==> src/rtl/mining_job_dispatcher.sv <==
// mining_job_dispatcher: 2-entry header queue that sequences multi_supervisor (reset, start, collect result).
// Optional macro JOB_CYCLE_COUNT_EN adds o_res_cycles, the RUN cycle count of the reported job.
//
// state    | meaning
// ---------+-------------------------------------------------------------
// S_IDLE   | queue empty, supervisor held in reset
// S_RST    | supervisor reset held for RESET_CYCLES before the head job
// S_RUN    | supervisor mining the head job, waiting for complete/abort/timeout
// S_REPORT | result presented, head popped on result handshake
module mining_job_dispatcher #(
    parameter int unsigned RESET_CYCLES   = 2,
    parameter logic [31:0] TIMEOUT_CYCLES = 32'hFFFF_FFFF
) (
    input  logic         clk,
    input  logic         reset,
    input  logic         i_job_valid,
    output logic         o_job_ready,
    input  logic [31:0]  i_job_version,
    input  logic [255:0] i_job_prev_hash,
    input  logic [255:0] i_job_merkle,
    input  logic [31:0]  i_job_timestamp,
    input  logic [31:0]  i_job_bits,
    input  logic [31:0]  i_job_target,
    input  logic         i_abort,
    output logic         o_sup_reset,
    output logic         o_sup_start,
    output logic [31:0]  o_sup_version,
    output logic [255:0] o_sup_prev_hash,
    output logic [255:0] o_sup_merkle,
    output logic [31:0]  o_sup_timestamp,
    output logic [31:0]  o_sup_bits,
    output logic [31:0]  o_sup_target,
    input  logic         i_sup_process_complete,
    input  logic         i_sup_success,
    input  logic [255:0] i_sup_hash,
    input  logic [31:0]  i_sup_nonce,
    output logic         o_res_valid,
    input  logic         i_res_ready,
    output logic [7:0]   o_res_job_id,
    output logic         o_res_success,
    output logic         o_res_timeout,
    output logic [31:0]  o_res_nonce,
    output logic [255:0] o_res_hash,
    output logic         o_busy
`ifdef JOB_CYCLE_COUNT_EN
    ,
    output logic [31:0]  o_res_cycles
`endif
);

    typedef enum logic [1:0] {S_IDLE, S_RST, S_RUN, S_REPORT} state_t;

    localparam int RC_W = (RESET_CYCLES > 1) ? $clog2(RESET_CYCLES) : 1;
    localparam logic [RC_W-1:0] RC_LOAD = RC_W'(RESET_CYCLES - 1);

`ifdef JOB_CYCLE_COUNT_EN
    localparam bit RUN_CNT_EN = 1'b1;
`else
    localparam bit RUN_CNT_EN = (TIMEOUT_CYCLES != 32'd0);
`endif

    state_t          r_state, w_state_nxt;
    logic [RC_W-1:0] r_rst_cnt;
    logic [31:0]     w_run_cnt;
    logic [31:0]     w_run_cnt_inc;

    logic [31:0]     r_ver  [2];
    logic [255:0]    r_prev [2];
    logic [255:0]    r_merk [2];
    logic [31:0]     r_ts   [2];
    logic [31:0]     r_bits [2];
    logic [31:0]     r_tgt  [2];
    logic [7:0]      r_id   [2];
    logic            r_wptr, r_rptr;
    logic [1:0]      r_count;
    logic [1:0]      w_count_nxt;
    logic [7:0]      r_next_id;

    logic            w_push, w_pop;
    logic            w_capture, w_cap_fail, w_timeout_hit;

    logic            r_res_success, r_res_timeout;
    logic [31:0]     r_res_nonce;
    logic [255:0]    r_res_hash;
    logic [7:0]      r_res_job_id;

    assign o_job_ready = (r_count != 2'd2);
    assign w_push      = i_job_valid && o_job_ready;
    assign w_pop       = (r_state == S_REPORT) && i_res_ready;
    assign w_count_nxt = r_count + {1'b0, w_push} - {1'b0, w_pop};

    always_ff @(posedge clk) begin
        if (reset) begin
            r_wptr    <= 1'b0;
            r_rptr    <= 1'b0;
            r_count   <= 2'd0;
            r_next_id <= 8'd0;
            for (int i = 0; i < 2; i++) begin
                r_ver[i]  <= '0;
                r_prev[i] <= '0;
                r_merk[i] <= '0;
                r_ts[i]   <= '0;
                r_bits[i] <= '0;
                r_tgt[i]  <= '0;
                r_id[i]   <= '0;
            end
        end else begin
            if (w_push) begin
                r_ver[r_wptr]  <= i_job_version;
                r_prev[r_wptr] <= i_job_prev_hash;
                r_merk[r_wptr] <= i_job_merkle;
                r_ts[r_wptr]   <= i_job_timestamp;
                r_bits[r_wptr] <= i_job_bits;
                r_tgt[r_wptr]  <= i_job_target;
                r_id[r_wptr]   <= r_next_id;
                r_wptr         <= ~r_wptr;
                r_next_id      <= r_next_id + 8'd1;
            end
            if (w_pop) begin
                r_rptr <= ~r_rptr;
            end
            r_count <= w_count_nxt;
        end
    end

    // Header fields come from stored entries only; the head moves on pop.
    assign o_sup_version   = r_ver[r_rptr];
    assign o_sup_prev_hash = r_prev[r_rptr];
    assign o_sup_merkle    = r_merk[r_rptr];
    assign o_sup_timestamp = r_ts[r_rptr];
    assign o_sup_bits      = r_bits[r_rptr];
    assign o_sup_target    = r_tgt[r_rptr];

    generate
        if (RUN_CNT_EN) begin : g_run_cnt
            logic [31:0] r_run_cnt;
            always_ff @(posedge clk) begin
                if (reset || (r_state != S_RUN)) begin
                    r_run_cnt <= '0;
                end else if (r_run_cnt != 32'hFFFF_FFFF) begin
                    r_run_cnt <= r_run_cnt + 32'd1;
                end
            end
            assign w_run_cnt = r_run_cnt;
        end else begin : g_no_run_cnt
            assign w_run_cnt = '0;
        end
    endgenerate

    assign w_run_cnt_inc = (w_run_cnt == 32'hFFFF_FFFF) ? w_run_cnt : (w_run_cnt + 32'd1);
    assign w_timeout_hit = (TIMEOUT_CYCLES != 32'd0) && (w_run_cnt == (TIMEOUT_CYCLES - 32'd1));

    always_ff @(posedge clk) begin
        if (reset) begin
            r_state   <= S_IDLE;
            r_rst_cnt <= '0;
        end else begin
            r_state <= w_state_nxt;
            if ((w_state_nxt == S_RST) && (r_state != S_RST)) begin
                r_rst_cnt <= RC_LOAD;
            end else if ((r_state == S_RST) && (r_rst_cnt != '0)) begin
                r_rst_cnt <= r_rst_cnt - 1'b1;
            end
        end
    end

    always_comb begin
        w_state_nxt = r_state;
        w_capture   = 1'b0;
        w_cap_fail  = 1'b0;
        o_sup_reset = 1'b1;
        o_sup_start = 1'b0;
        o_res_valid = 1'b0;
        case (r_state)
            S_IDLE: begin
                if (r_count != 2'd0) w_state_nxt = S_RST;
            end
            S_RST: begin
                if (r_rst_cnt == '0) w_state_nxt = S_RUN;
            end
            S_RUN: begin
                o_sup_reset = 1'b0;
                o_sup_start = 1'b1;
                if (i_abort || (!i_sup_process_complete && w_timeout_hit)) begin
                    w_state_nxt = S_REPORT;
                    w_capture   = 1'b1;
                    w_cap_fail  = 1'b1;
                end else if (i_sup_process_complete) begin
                    w_state_nxt = S_REPORT;
                    w_capture   = 1'b1;
                end
            end
            S_REPORT: begin
                o_res_valid = 1'b1;
                if (i_res_ready) begin
                    w_state_nxt = (w_count_nxt != 2'd0) ? S_RST : S_IDLE;
                end
            end
            default: w_state_nxt = S_IDLE;
        endcase
    end

    always_ff @(posedge clk) begin
        if (reset) begin
            r_res_success <= 1'b0;
            r_res_timeout <= 1'b0;
            r_res_nonce   <= '0;
            r_res_hash    <= '0;
            r_res_job_id  <= '0;
        end else if (w_capture) begin
            r_res_success <= !w_cap_fail && i_sup_success;
            r_res_timeout <= w_cap_fail;
            r_res_nonce   <= i_sup_nonce;
            r_res_hash    <= (!w_cap_fail && i_sup_success) ? i_sup_hash : '0;
            r_res_job_id  <= r_id[r_rptr];
        end
    end

`ifdef JOB_CYCLE_COUNT_EN
    logic [31:0] r_res_cycles;
    always_ff @(posedge clk) begin
        if (reset) begin
            r_res_cycles <= '0;
        end else if (w_capture) begin
            r_res_cycles <= w_run_cnt_inc;
        end
    end
    assign o_res_cycles = r_res_cycles;
`else
    logic w_unused;
    assign w_unused = ^w_run_cnt_inc;
`endif

    assign o_res_success = r_res_success;
    assign o_res_timeout = r_res_timeout;
    assign o_res_nonce   = r_res_nonce;
    assign o_res_hash    = r_res_hash;
    assign o_res_job_id  = r_res_job_id;
    assign o_busy        = (r_state != S_IDLE);

endmodule

==> config.mk <==
export PLATFORM = sky130hd
export DESIGN_NAME = mining_job_dispatcher
export DESIGN_NICKNAME = d
export VERILOG_FILES = /design/src/rtl/mining_job_dispatcher.sv
export SDC_FILE = /design/constraint.sdc
export NUM_CORES = 2
export LEC_CHECK = 0
export BUFFER_PORTS_ARGS = -buffer_cell sky130_fd_sc_hd__buf_2
export CORE_AREA = 2 2 723 725
export CTS_CLUSTER_SIZE = 20
export DETAILED_ROUTE_END_ITERATION = 10
export DIE_AREA = 0 0 725 727
export PLACE_DENSITY_LB_ADDON = 0.15
export SETUP_SLACK_MARGIN = 0.3
export SLEW_MARGIN = 25
export SYNTH_ARGS = -nofsm -noshare
export SYNTH_HDL_FRONTEND = slang
export SYNTH_SLANG_ARGS = --single-unit
export TNS_END_PERCENT = 1
==> constraint.sdc <==
create_clock -name clk -period 42.6 [get_ports clk]
set_input_delay 4.26 -clock clk [delete_from_list [all_inputs] [get_ports clk]]
set_output_delay 4.26 -clock clk [all_outputs]
set_load 0.03 [all_outputs]
# --- After elaboration in Yosys (flattened, before gate mapping) ---
# Memories as Yosys holds them, arrays and structs flattened. A register that Yosys moved wholly into a read port is not among the register bits.
# Index checks and enable logic that the tools add are counted.
op_classes:
  mux: 56
  add_sub_neg: 5
  n_reduce_logical: 22
  bitwise: 2
  n_eq_ne: 9
op_table:
  columns: ["op", "n"]
  rows:
  - ["$mux 256", 3]
  - ["$reduce_or 256->1", 2]
  - ["$mux 32", 4]
  - ["$reduce_or 32->1", 4]
  - ["$mux 1", 42]
  - ["$add 32x1->32 const B", 1]
  - ["$eq 32x32->1 const B", 1]
  - ["$ne 32x32->1 const B", 1]
  - ["$mux 2", 5]
  - ["$add 8x1->8 const B", 1]
  - ["$mux 8", 1]
  - ["$pmux 2 s4", 1]
  - ["$reduce_bool 2->1", 4]
  - ["$reduce_or 8->1", 1]
  - ["$logic_and 1x1->1", 6]
  - ["$eq 2x1->1 const B", 2]
  - ["$eq 2x2->1 const B", 2]
  - ["$ne 2x2->1 const B", 2]
  - ["$add 2x1->2", 1]
  - ["$logic_not 1->1", 2]
  - ["$logic_not 2->1", 1]
  - ["$logic_or 1x1->1", 2]
  - ["$ne 2x1->1 const B", 1]
  - ["$not 1->1", 2]
  - ["other kinds (2)", 2]
word_totals:
  out_inout_bits: 943
  register_bits: 337
  memories: 7
  wordCells: 112
  ramBits: 1296
mem_list:
  columns: ["memory", "words", "word_bits", "rd", "rd_ports_with_merged_regs", "write_ports", "line_no", "text"]
  rows:
  - ["r_merk", 2, 256, 1, 1, 2, "69", "logic [255:0] r_merk [2];"]
  - ["r_prev", 2, 256, 1, 1, 2, "68", "logic [255:0] r_prev [2];"]
  - ["r_bits", 2, 32, 1, 1, 2, "71", "logic [31:0] r_bits [2];"]
  - ["r_tgt", 2, 32, 1, 1, 2, "72", "logic [31:0] r_tgt [2];"]
  - ["r_ts", 2, 32, 1, 1, 2, "70", "logic [31:0] r_ts [2];"]
  - ["r_ver", 2, 32, 1, 1, 2, "67", "logic [31:0] r_ver [2];"]
  - ["1 more memories", null, null, null, null, null, null, null]

# --- Depth between registers and ports, before layout ---
logic_depth:
  ltp_word: 11
  mapped_depth: 12
  ltp_nobuf: 11

# --- Worst setup path before layout ---
# Ideal clock, no wire load.
synth_timing:
  path_kind: "in2reg"
  startpoint: "input port i_job_valid"
  endpoint: "memory r_bits[0][0], enable pin"
  cell_stages: 4
  t_arrival_ns: 34.193
  t_required_ns: 40.802
  setup_ns: 1.798
  setup_slack_ns: 6.608
  n_path_buf: 1
  path_cell_list: "and2_1 -> buf_2 -> inv_2 -> o21bai_1"
synth_rtl:
  columns: ["item", "line_no", "text"]
  rows:
  - ["from (decl)", "16", "input logic i_job_valid,"]
  - ["to (decl)", "71", null]

==> results by group <==
Drt
  – Vias: 45,477
  – DRT iter0 DRCs: 2,072
  – Post-route antenna net violation count: 0
  – First-pass DRT Iterations: 5
  – Drt wl/cell: 28.3 microns
  – DRC viols: 0
  – Vias per cell: between 3 and 4
  – Routed WL: about 380 mm

Synth
  – Post-synth EDFFs: between 1,000 and 1,500
  – Async SR Flop Fraction: 0%
  – Warnings, synthesis: 0
  – Syn Inst Count: roughly 4,500
  – Syn_nets: about 5,400
  – Post-synth cell types: 47
  – Primary FF master, synth: edfxtp_1
  – Synth Register Bits: ~1,600
  – Mapped Area: 66,500 sq um
  – Post-Syn Area per Cell: roughly 15 sq um
  – Register area share after synthesis: ~69%

Worst hold path
  – HP Class: reg -> reg
  – HP Start: o_res_nonce[6]

Clock tree
  – TritonCTS clock tree: built
  – CTS root buf: clkbuf_16
  – Sink Count: roughly 1,600
  – Post-CTS setup buffer count: 0
  – CTS H-tree depth: 4
  – Clock transition at path regs: 0.06 ns
  – Num CTS Buffers: 222
  – Worst skew pair latency: roughly 0.95 ns
  – Clk buf depth: 4
  – Post-CTS resize count: 0
  – CTS Hold Bufs: 0

Power
  – Peak supply drop: around 0.000038 V
  – Total power: approximately 4.7 mW
  – Leakage: approximately 36 nW
  – Sw Ratio: approximately a third
  – Combinational fraction of design power: 19.2%
  – Switching pwr: 1.48 mW
  – Pwr Density: approximately 51 nW/um^2
  – Sequential share of power: a little over two fifths
  – Clock power share: 39.0%
  – Pint: around 3.2 mW

Status
  – Status: complete, no violations

Global route
  – First-pass GRT wire length: a little under 500 mm
  – Total track usage: 14.0%
  – Grt ovf: 0
  – Largest net degree at the start of global routing: around 160
  – Vias in the first global route: between 40,000 and 50,000
  – Antenna violations before repair: 417

Setup path
  – Launching element type of the critical path: register
  – RR Startpoint: r_count[0]
  – CP peak stage delay: between 0.8 and 0.9 ns
  – Worst path slowest cell: dfxtp_4
  – Crit path max fanout: 59
  – CP most frequent cell: buf_4
  – Crit. End Element: output port
  – Critical path type: reg -> out
  – CP required: ~38 ns
  – Critical path, cell by cell: buf_4 > buf_4 > buf_6 > buf_4 > buf_4 > mux2_2 > buf_2
  – Crit path DAT: around 6 ns

Timing
  – Minimum clock period: between 10 and 15 ns
  – Fin crit share: 23.9%
  – Final WS setup: 32.42 ns
  – Max-slew violations: 0
  – Worst relative slew slack: approximately 28%
  – Final setup TNS: 0 ns
  – Final setup viols: 0
  – Highest Clock Rate: roughly 100 MHz
  – Hold_ws: between 0.4 and 0.5 ns
  – Hold Vio Cnt, Final: 0
  – Worst slew pin tran: 1.08 ns
  – RSZ-0062 raised after global routing: no
  – Clk_skew: around 0.14 ns

Die
  – Die X: around 730 microns
  – Core area: 519,000 sq um
  – Total Die Area: ~530,000 sq um
  – Rows: 265
  – Num ports: between 1,500 and 2,000
  – Initial Util: between 10% and 20%
  – Die height: just over 700 microns

Finish
  – Util after Layout: approximately 18%
  – Filler cell count: about 57,000
  – Final #Nets: 7,280
  – Ratio of cells with drive above 1 in the final layout: between 40 and 50%
  – Non-filler cells in the finished layout: between 10,000 and 15,000
  – Post-route cell area: 91,300 sq um
  – Area Overhead vs Synth: 37.2%

Placement
  – Post-DP Area: about 84,000 sq um
  – I/O Buffers: ~1,900
  – Placer congestion estimate: between 0.8 and 0.9
  – Pre-CTS WS: about 32 ns
  – Placed insts: roughly 13,000
  – DPL Wire Length: between 300 and 400 mm

Run
  – Max Cap Viol: 0
==> sequential cells by signal, summed over array words and instances, names as in the netlist, 16 cells and up, named ones only <==
register and flops:
r_merk 512, r_prev 512, o_res_hash 256, r_bits 64, r_tgt 64, r_ts 64, r_ver 64, g_run_cnt.r_run_cnt 32
o_res_nonce 32, r_id 16
==> cells by family (layout without fill, tap and decap cells) <==
family	after synthesis	after routing	share of synthesized area, %
AND/OR/NAND/NOR	1517	1517	13.8
flip-flops	1642	1642	68.9
XOR/XNOR	38	38	0.500
buffers and inverters	301	2357	1.80
AO/OA/AOI/OAI	319	319	3.95
other	0	78	0
multiplexers	648	648	11.0
adder cells (fa/ha/maj)	5	5	0.0941
==> synthesized netlist by cell type, types with 5 or more instances <==
library cell     n  share of area [%]
a22o_1         256                3.4
buf_2           46               0.35
nor2_1          56               0.32
nor3_1          16               0.12
nand2_1         79               0.45
inv_1            6              0.034
nand4_1         13               0.12
dfxtp_1        346                 10
clkbuf_1       239                1.3
xnor2_1         20               0.26
a21oi_1         40               0.30
and2_1        1300                 12
and3_1           7              0.066
ha_1             5              0.094
mux2_2         640                 11
nand3_1         13              0.098
a211oi_1         9               0.10
edfxtp_1      1296                 59
buf_1            7              0.040
mux2i_1          8               0.12
xor2_1          18               0.24
==> critical path, delay by kind of cell (launching register included) <==
| family | cells | cell delay (ns) |
|---|---|---|
| DFF | 1 | 0.85 |
| muxes | 1 | 0.46 |
| buffers and inverters | 6 | 3.32 |
==> path summary, 6_finish.rpt <==
check	end	cells after the start	slack [ns]
setup / recovery	o_sup_merkle[123]	7	32.42
setup reg to reg	r_merk[1][19]	10	36.18
hold reg to reg	o_res_nonce[6]	2	0.45
hold / removal	o_res_nonce[6]	2	0.45
==> layout by cell type, fill, tap and decap left out, types with 16 or more instances in the layout <==
cell type / instances
buf_2: 1877
and2_1: 1300
edfxtp_1: 1296
mux2_2: 640
dfxtp_1: 345
a22o_1: 256
clkbuf_16: 223
nand2_1: 79
diode_2: 78
clkbuf_1: 57
nor2_1: 54
buf_4: 52
clkinv_1: 47
clkinv_2: 41
a21oi_1: 40
xnor2_1: 20
xor2_1: 18
nor3_1: 16
==> power groups by stage <==
stage	combinational [mW]	clock [mW]	sequential, mW
CTS	0.944	1.91	1.96
floorplan	0.484	0	2.09
global placement	0.939	0	1.99
global route	0.952	1.96	1.98
detailed placement	0.941	0	2.00
finish	0.899	1.83	1.96
==> layout make-up <==
| class | count | area [sq um] | area share (%) |
|---|---|---|---|
| flip-flops and latches | 1642 | 45800 | 50.2 |
| clock inverters | 118 | 1020 | 1.12 |
| inverters | 7 | 26.3 | 0.0288 |
| repair buffers | 1940 | 9990 | 11.0 |
| clock buffers | 292 | 5960 | 6.53 |
| multi-input cells | 2527 | 19500 | 21.4 |
| diodes | 78 | 195 | 0.214 |
| well taps | 6942 | 8690 | 9.52 |
==> layer usage <==
metal	track usage (%)	vias to the layer above	part of all wire (%)
met4	3.74	300	3.6
li1	-	19975	-
met3	6.68	1027	10
met5	0	-	0.51
met2	28.4	1920	56
met1	11.7	22255	29
Note: power is estimated with default switching activity, not from simulation.
